<file path="src/rtl/sc_bus_arbiter_pkg.sv">
// Shared definitions for the two-master system bus arbiter.
// Master IDs, bus widths and the per-master request bundle.
package sc_bus_arbiter_pkg;

  typedef logic mid_t;

  localparam mid_t M_CPU = 1'b0;
  localparam mid_t M_LDR = 1'b1;

  localparam int BUS_W = 32;
  localparam int BE_W  = 4;

  typedef struct packed {
    logic [BUS_W-1:0] addr;
    logic [BUS_W-1:0] wdata;
    logic [BE_W-1:0]  be;
    logic             we;
  } bus_req_t;

  localparam bus_req_t BUS_IDLE = '0;

  function automatic mid_t other(mid_t id);
    return ~id;
  endfunction

endpackage

</file>
<file path="src/rtl/sc_bus_rd_tag_pipe.sv">
// Read-response tag delay line: carries {valid,id} of each granted
// access across the fixed memory read latency.
module sc_bus_rd_tag_pipe
  import sc_bus_arbiter_pkg::*;
#(
  parameter int DEPTH = 1
) (
  input  logic clk_i,
  input  logic rst_i,
  input  logic push_valid_i,
  input  mid_t push_id_i,
  output logic pop_valid_o,
  output mid_t pop_id_o
);

  if (DEPTH == 0) begin : g_pass
    logic unused_clk;
    assign unused_clk  = clk_i ^ rst_i;
    assign pop_valid_o = push_valid_i;
    assign pop_id_o    = push_id_i;
  end else begin : g_pipe
    logic [DEPTH-1:0] vld_q, vld_d;
    logic [DEPTH-1:0] id_q, id_d;

    always_comb begin
      vld_d[0] = push_valid_i;
      id_d[0]  = push_id_i;
      for (int i = 1; i < DEPTH; i++) begin
        vld_d[i] = vld_q[i-1];
        id_d[i]  = id_q[i-1];
      end
    end

    always_ff @(posedge clk_i) begin
      if (rst_i) begin
        vld_q <= '0;
        id_q  <= '0;
      end else begin
        vld_q <= vld_d;
        id_q  <= id_d;
      end
    end

    assign pop_valid_o = vld_q[DEPTH-1];
    assign pop_id_o    = id_q[DEPTH-1];
  end

endmodule

</file>
<file path="src/rtl/sc_bus_arbiter.sv">
// Round-robin two-master bus arbiter with bounded lock and
// read-response routing back to the issuing master.
module sc_bus_arbiter
  import sc_bus_arbiter_pkg::*;
#(
  parameter int RD_LATENCY = 1,
  parameter int MAX_LOCK   = 16
) (
  input  logic        clk_i,
  input  logic        rst_i,
  input  logic        m0_req_i,
  input  logic        m0_lock_i,
  input  logic [31:0] m0_addr_i,
  input  logic [31:0] m0_wdata_i,
  input  logic [3:0]  m0_be_i,
  input  logic        m0_we_i,
  output logic        m0_gnt_o,
  output logic        m0_rvalid_o,
  output logic [31:0] m0_rdata_o,
  input  logic        m1_req_i,
  input  logic        m1_lock_i,
  input  logic [31:0] m1_addr_i,
  input  logic [31:0] m1_wdata_i,
  input  logic [3:0]  m1_be_i,
  input  logic        m1_we_i,
  output logic        m1_gnt_o,
  output logic        m1_rvalid_o,
  output logic [31:0] m1_rdata_o,
  output logic [31:0] bus_addr_o,
  output logic [31:0] bus_wdata_o,
  output logic        bus_be0_o,
  output logic        bus_be1_o,
  output logic        bus_be2_o,
  output logic        bus_be3_o,
  output logic        bus_we_o,
  input  logic [31:0] bus_rdata_i
);

  localparam int CW = $clog2(MAX_LOCK);
  localparam logic [CW-1:0] CNT_MAX = CW'(MAX_LOCK - 1);

  logic [1:0] req, lock;
  bus_req_t   req_bus [2];
  bus_req_t   bus;

  assign req  = {m1_req_i, m0_req_i};
  assign lock = {m1_lock_i, m0_lock_i};

  assign req_bus[0] = '{m0_addr_i, m0_wdata_i, m0_be_i, m0_we_i};
  assign req_bus[1] = '{m1_addr_i, m1_wdata_i, m1_be_i, m1_we_i};

  mid_t          prio_q, prio_d;
  logic          own_vld_q, own_vld_d;
  mid_t          own_id_q, own_id_d;
  logic [CW-1:0] lock_cnt_q, lock_cnt_d;

  logic gnt_vld;
  mid_t gnt_id;
  logic own_ok;

  // Owner keeps the bus until the hold budget runs out with the other waiting
  assign own_ok = own_vld_q && req[own_id_q] &&
                  (lock_cnt_q < CNT_MAX || !req[other(own_id_q)]);

  always_comb begin
    gnt_vld = 1'b0;
    gnt_id  = M_CPU;
    if (!rst_i) begin
      if (own_ok) begin
        gnt_vld = 1'b1;
        gnt_id  = own_id_q;
      end else if (req == 2'b11) begin
        gnt_vld = 1'b1;
        gnt_id  = prio_q;
      end else if (req == 2'b01) begin
        gnt_vld = 1'b1;
        gnt_id  = M_CPU;
      end else if (req == 2'b10) begin
        gnt_vld = 1'b1;
        gnt_id  = M_LDR;
      end
    end
  end

  always_comb begin
    prio_d     = prio_q;
    own_vld_d  = 1'b0;
    own_id_d   = own_id_q;
    lock_cnt_d = '0;
    if (gnt_vld) begin
      prio_d = other(gnt_id);
      if (lock[gnt_id]) begin
        own_vld_d = 1'b1;
        own_id_d  = gnt_id;
        if (own_vld_q && own_id_q == gnt_id) begin
          lock_cnt_d = (lock_cnt_q == CNT_MAX) ? lock_cnt_q
                                               : lock_cnt_q + 1'b1;
        end
      end
    end
  end

  always_ff @(posedge clk_i) begin
    if (rst_i) begin
      prio_q     <= M_CPU;
      own_vld_q  <= 1'b0;
      own_id_q   <= M_CPU;
      lock_cnt_q <= '0;
    end else begin
      prio_q     <= prio_d;
      own_vld_q  <= own_vld_d;
      own_id_q   <= own_id_d;
      lock_cnt_q <= lock_cnt_d;
    end
  end

  assign m0_gnt_o = gnt_vld && gnt_id == M_CPU;
  assign m1_gnt_o = gnt_vld && gnt_id == M_LDR;

  assign bus         = gnt_vld ? req_bus[gnt_id] : BUS_IDLE;
  assign bus_addr_o  = bus.addr;
  assign bus_wdata_o = bus.wdata;
  assign bus_be0_o   = bus.be[0];
  assign bus_be1_o   = bus.be[1];
  assign bus_be2_o   = bus.be[2];
  assign bus_be3_o   = bus.be[3];
  assign bus_we_o    = bus.we;

  logic pop_valid;
  mid_t pop_id;
  logic rv;

  sc_bus_rd_tag_pipe #(
    .DEPTH(RD_LATENCY)
  ) u_tag_pipe (
    .clk_i       (clk_i),
    .rst_i       (rst_i),
    .push_valid_i(gnt_vld && !bus.we),
    .push_id_i   (gnt_id),
    .pop_valid_o (pop_valid),
    .pop_id_o    (pop_id)
  );

  assign rv          = pop_valid && !rst_i;
  assign m0_rvalid_o = rv && pop_id == M_CPU;
  assign m1_rvalid_o = rv && pop_id == M_LDR;
  assign m0_rdata_o  = m0_rvalid_o ? bus_rdata_i : '0;
  assign m1_rdata_o  = m1_rvalid_o ? bus_rdata_i : '0;

endmodule

</file>
<file path="config.mk">
export PLATFORM = sky130hd
export DESIGN_NAME = sc_bus_arbiter
export DESIGN_NICKNAME = d
export VERILOG_FILES = /design/src/rtl/sc_bus_arbiter_pkg.sv /design/src/rtl/sc_bus_rd_tag_pipe.sv /design/src/rtl/sc_bus_arbiter.sv
export SDC_FILE = /design/constraint.sdc
export NUM_CORES = 1
export LEC_CHECK = 0
export BUFFER_PORTS_ARGS = -buffer_cell sky130_fd_sc_hd__buf_2
export CORE_AREA = 10 10 112 114
export DETAILED_ROUTE_END_ITERATION = 8
export DIE_AREA = 0 0 122 124
export PLACE_DENSITY = 0.6
export SLEW_MARGIN = 30
export SYNTH_ARGS = -nofsm -noshare
export SYNTH_HDL_FRONTEND = slang
export SYNTH_SLANG_ARGS = --single-unit
</file>
<file path="constraint.sdc">
create_clock -name clk_i -period 3.4 [get_ports clk_i]
set_input_delay 0.34 -clock clk_i [delete_from_list [all_inputs] [get_ports clk_i]]
set_output_delay 0.34 -clock clk_i [all_outputs]
set_load 0.005 [all_outputs]
</file>
==> results of run 1 <==
kinds of logic after synthesis:
| logic type | after synthesis | share of synthesized area [%] |
|---|---|---|
| compound gates | 77 | 23.8 |
| xor+xnor | 1 | 0.421 |
| fa+ha+maj | 1 | 0.602 |
| buf+inv | 31 | 8.42 |
| flops | 9 | 8.66 |
| mux | 7 | 4.09 |
| simple gates | 230 | 54.0 |
power breakdown:
part	switching, W	internal (W)
clock	0.0000480	0.0000803
combinational	0.000197	0.000196
sequential	0.00000651	0.000112
metal layers:
metal | track usage (%) | vias up | routed length (um)
met4 | 1.34 | 0 | 32
li1 | - | 1734 | -
met3 | 3.85 | 5 | 1140
met1 | 16.1 | 1381 | 4860
met2 | 26.6 | 134 | 6720
met5 | 0 | - | 0
sequential cells by signal, summed over array words and instances, names as in the netlist:
signal,cells
u_tag_pipe.pop_valid_o,1
own_vld_q,1
u_tag_pipe.pop_id_o,1
lock_cnt_q,4
own_id_q,1
prio_q,1
metrics by stage:
stage	setup slack, ps	util (%)
final	555	36.8
after global routing	357	36.8
after CTS	562	36.8
after detailed placement	827	36.4
after global placement	820	36.4
after floorplan	1200	-
cell usage after synthesis, drive strengths merged (2+ instances only):
cell type | number | area (um^2)
nand2 | 140 | 576
o21ai | 69 | 420
and2 | 65 | 407
clkbuf | 17 | 65.1
buf | 13 | 106
nor2 | 11 | 43.8
dfxtp | 9 | 180
mux2i | 4 | 43.8
mux2 | 3 | 41.3
nand3 | 3 | 20.0
nand2b | 2 | 12.5
nor2b | 2 | 12.5
nor3b | 2 | 15.0
critical path, delay by kind of cell (launching register included):
| kind | cells | cell delay, ps |
|---|---|---|
| AOI/OAI and AO/OA | 2 | 550 |
| adders and majority gates | 1 | 240 |
| muxes | 1 | 490 |
| DFF | 1 | 380 |
| and+or+nand+nor | 1 | 160 |
| buffers and inverters | 2 | 400 |
layout make-up:
type | instances | area, um^2
clock buffer | 3 | 41.3
clock inverter | 1 | 5.00
fill | 1174 | 6460
inverter | 1 | 3.75
multi-input combinational | 316 | 1740
sequential | 9 | 180
tap | 136 | 170
timing repair buffer | 316 | 1630
worst max-delay path by stage:
stage                  start               to  slack [ps]  cells past startpoint
5_1_grt        lock_cnt_q[0]  bus_wdata_o[12]         360                      8
2_1_floorplan  lock_cnt_q[0]   bus_addr_o[10]        1200                      9
6_report       lock_cnt_q[0]  bus_wdata_o[19]         560                      7
3_3_place_gp   lock_cnt_q[0]  bus_wdata_o[13]         820                      8
3_5_place_dp   lock_cnt_q[0]   bus_wdata_o[2]         830                      8
4_1_cts        lock_cnt_q[0]   bus_wdata_o[2]         560                      8
==> results.txt, run 1 <==
CP Class -> reg2out
Synth Flop Type -> dfxtp_1
Final Cycle Share -> 83.7%
fraction of registers with async set/reset -> 0%
Hold WC Path Type -> in2reg
TritonCTS Sinks -> 9
Die W -> 122 um
GRT overflow -> 0
Max stage delay on crit path -> 490 ps
Hold Path End -> own_id_q
VDD IR max -> 0.000156 V
crit-path max FO -> 75
Inst Count DP -> 778
Worst EP arrival -> 2500 ps
PortBufs -> 312
Hold Fails Final Rpt -> 0
vias in the first global route -> 2888
Post-Syn Area per Cell -> 5.84 um^2
Worst-path clk slew -> 50 ps
DRT iter0 DRCs -> 227
status -> finished, final reports clean
Site Rows -> 37
Die Area -> 0.0151 mm^2
clock skew -> 0.593 ps
sequential fraction of the synthesis area -> 8.66%
Clock Path Buffers -> 2
Slew headroom -> 40.9%
RSZ-0062 raised after global routing -> false
synthesized area -> 0.00208 mm^2
Hold Crit Start -> m1_lock_i
Yosys reg bits -> 9
CTS tree -> done
DIE HEIGHT -> 124 um
final hold slack -> 423 ps
commonest non-fill, non-tap cell in the layout -> buf_2
H-tree levels -> 1
EDFF count, synth -> 0
post-CTS setup buffer count -> 0
Final ANT Viol Nets -> 0
hold path cells -> 3
Layout Area Growth over Synthesis -> 81.1%
r2r endpoint -> prio_q
R2R Setup Slk -> 1120 ps
worst-margin pin slew -> 887 ps
type of origin of the critical path -> flip-flop
Num CTS Buffers -> 3
setup tns final -> 0 ps
Syn Nets -> 533
Distinct cells, synth -> 40
Hold-fix buffers, CTS -> 0
global-route wire length before repair -> 17200 um
GRT Total Usage -> 14.2%
vias -> 3254
post-cts sizing count -> 0
root buffer cell -> clkbuf_8
ANT cells -> 0
Worst-Skew Late Latency -> 240 ps
share of cells above drive strength 1 -> 57.3%
Worst Reg-to-Reg Cells -> 7
Cell Pwr Density -> 170 mW/mm^2
max_cap viols -> 0
wire length per cell -> 16.3 um
fmax -> 0.352 GHz
largest net degree at the start of global routing -> 76
final instance area -> 0.00377 mm^2
Crit path required time -> 3060 ps
Pre-Repair DR Iteration Count -> 5
most frequent cells in the layout -> buf_2 (312), nand2_1 (120), and2_1 (65), o21ai_0 (39)
Nets -> 824
Layout Cells excl Fill -> 782
Critical Path, Cell by Cell -> ha_1 > nand3_2 > o211ai_4 > mux2_4 > buf_12 > o21ai_0 > buf_2
worst reg2reg startpoint -> lock_cnt_q[0]
gp weighted congestion -> 0.909
Vias/cell -> 4.16
Syn Inst Count -> 356
Placeable Area -> 0.0102 mm^2
Power, Total -> 0.000640 W
Period minus WS final -> 2840 ps
initial antenna violation count -> 0
number of synthesis warnings -> 0
drc violations -> 0
Final Slew Violations -> 0
slowest cell on the critical path -> mux2_4
Placed Area -> 0.00372 mm^2
Lkg Pwr -> 2.20 nW
Initial Utilization -> 20.3%
Worst Setup End Kind -> primary output
Detailed Route WL -> 12700 um
# setup viols final -> 0
IO Count -> 313
dpl hpwl -> 11200 um
(Power assumes the default switching activity.)
==> inputs of run 2 (changes only) <==
--- a/config.mk
+++ b/config.mk
@@ -6,10 +6,10 @@
 export NUM_CORES = 1
 export LEC_CHECK = 0
 export BUFFER_PORTS_ARGS = -buffer_cell sky130_fd_sc_hd__buf_2
-export CORE_AREA = 10 10 112 114
+export CORE_AREA = 10 10 113 115
 export DETAILED_ROUTE_END_ITERATION = 8
-export DIE_AREA = 0 0 122 124
-export PLACE_DENSITY = 0.6
+export DIE_AREA = 0 0 123 125
+export PLACE_DENSITY = 0.61
 export SLEW_MARGIN = 30
 export SYNTH_ARGS = -nofsm -noshare
 export SYNTH_HDL_FRONTEND = slang
==> constraint.sdc (replaced) <==
create_clock -name clk_i -period 2.5 [get_ports clk_i]
set_input_delay 0.25 -clock clk_i [delete_from_list [all_inputs] [get_ports clk_i]]
set_output_delay 0.25 -clock clk_i [all_outputs]
set_load 0.005 [all_outputs]
==> run 2 against run 1 <==
  * Sequential power grew 36%
  * Clock power is 30% higher
  * Power up 37%
  * Final cell count grew 1.7%
  * Critical endpoint is now bus_be3_o
  * Sequential cell count unchanged
  * Routed wire length is 3.7% lower
  * Global-route usage shrank 0.29 points
  * Count of clock-buffer cells in the layout up 1
  * Combinational power is 39% higher
  * Utilization is 0.55 points lower
==> results.txt, run 2 (synthesized netlist as in run 1, its figures left out) <==
final instance area -> 0.00384 mm^2
status -> finished, final reports clean
Top reg by flops -> lock_cnt_q
Vias/cell -> 4.15
Period minus WS final -> 2340 ps
max_cap viols -> 0
wire length per cell -> 15.4 um
vias in the first global route -> 2986
CTS tree -> done
IO Count -> 313
setup tns final -> 0 ps
Worst Setup End Kind -> primary output
Worst-path clk slew -> 40 ps
largest net degree at the start of global routing -> 52
GRT overflow -> 0
Detailed Route WL -> 12300 um
gp weighted congestion -> 0.849
crit-path max FO -> 14
TritonCTS Sinks -> 9
Clock Path Buffers -> 2
VDD IR max -> 0.000453 V
Final ANT Viol Nets -> 0
Lkg Pwr -> 2.24 nW
DIE HEIGHT -> 125 um
Die Area -> 0.0154 mm^2
Worst EP arrival -> 2090 ps
Final Slew Violations -> 0
Buf/Inv on CP -> 2
Layout Area Growth over Synthesis -> 84.9%
root buffer cell -> clkbuf_8
Pre-Repair DR Iteration Count -> 4
Placeable Area -> 0.0106 mm^2
Initial Utilization -> 19.6%
# setup viols final -> 0
type of origin of the critical path -> flip-flop
Crit path required time -> 2250 ps
DRT iter0 DRCs -> 190
Die W -> 123 um
commonest non-fill, non-tap cell in the layout -> buf_2
worst-margin pin slew -> 599 ps
vias -> 3302
drc violations -> 0
Hold-fix buffers, CTS -> 0
dpl hpwl -> 10600 um
Max stage delay on crit path -> 400 ps
RSZ-0062 raised after global routing -> false
Site Rows -> 38
initial antenna violation count -> 0
Worst-Skew Late Latency -> 230 ps
clock skew -> 3.49 ps
H-tree levels -> 1
Slew headroom -> 60.0%
Placed Area -> 0.00376 mm^2
CP Class -> reg2out
Largest register FFs -> 4
most frequent cells in the layout -> buf_2 (312), nand2_1 (120), and2_1 (65), o21ai_0 (36)
PortBufs -> 312
Top delay family on crit path -> compound AO/OA/AOI/OAI gates
fmax -> 0.428 GHz
Critical Path, Cell by Cell -> ha_4 > nand3_2 > o211ai_4 > mux2_4 > buf_4 > o21ai_0 > buf_2
Hold Fails Final Rpt -> 0
share of cells above drive strength 1 -> 58.3%
GRT Total Usage -> 13.9%
Cell Pwr Density -> 228 mW/mm^2
Final Cycle Share -> 93.5%
Hold WC Path Type -> in2reg
slowest cell on the critical path -> mux2_4
Nets -> 833
global-route wire length before repair -> 17500 um
ANT cells -> 0
Num CTS Buffers -> 3
[run 2: cell count changes in the layout (fill, tap and decap cells not counted), sizes merged]
cell / previous run / this run
buf: 316 / 324
clkbuf: 3 / 4
clkinv: 1 / 0
mux2: 3 / 4
[run 2: metrics by stage]
step / utilization, % / std cells / total power [W] / setup slack, ps / hold WS, ps
floorplan: - / 356 / 0.000410 / 387 / 416
global placement: 35.5 / 789 / 0.000710 / 330 / 493
detailed placement: 35.5 / 789 / 0.000711 / 260 / 497
CTS: 35.9 / 793 / 0.000881 / 6.78 / 307
global route: 36.3 / 795 / 0.000957 / 18.2 / 316
finish: 36.3 / 795 / 0.000877 / 161 / 307
[run 2: area by class of cell]
type | count | area [um^2]
Sequential cell | 9 | 184
Tap cell | 140 | 175
Inverter | 1 | 3.75
Timing Repair Buffer | 324 | 1680
Clock buffer | 4 | 45.0
Multi-Input combinational cell | 317 | 1760
Fill cell | 1160 | 6760
[run 2: report_power, final]
part	internal [W]	switching, W	total, W
clock	0.000111	0.0000554	0.000166
combinational	0.000276	0.000272	0.000548
sequential	0.000153	0.00000927	0.000162
[run 2: worst paths after layout]
check / slack (ps) / cells after the start / from / endpoint
min reg2reg: 510 / 1 / prio_q / prio_q
max reg2reg: 650 / 6 / prio_q / lock_cnt_q[2]
max: 160 / 7 / lock_cnt_q[1] / bus_be3_o
min: 310 / 3 / m1_lock_i / own_id_q
[run 2: worst register-to-register path, cell delays in order (launching register included)]
cell and delay (ps):
dfxtp_1 340, nor2b_1 70, nor3b_1 510, buf_4 230, mux2i_1 170, o221ai_1 210, nor3_1 240
[run 2: routing by layer]
metal	global-route usage [%]	routed length (um)
met1	16.3	4800
met2	25.0	6210
met3	4.01	1160
met4	1.44	104
met5	0	0
[run 2: timing repair]
action	in CTS	in global routing
buffers inserted	0	1
gates resized for setup	0	8
setup endpoints to repair	0	67
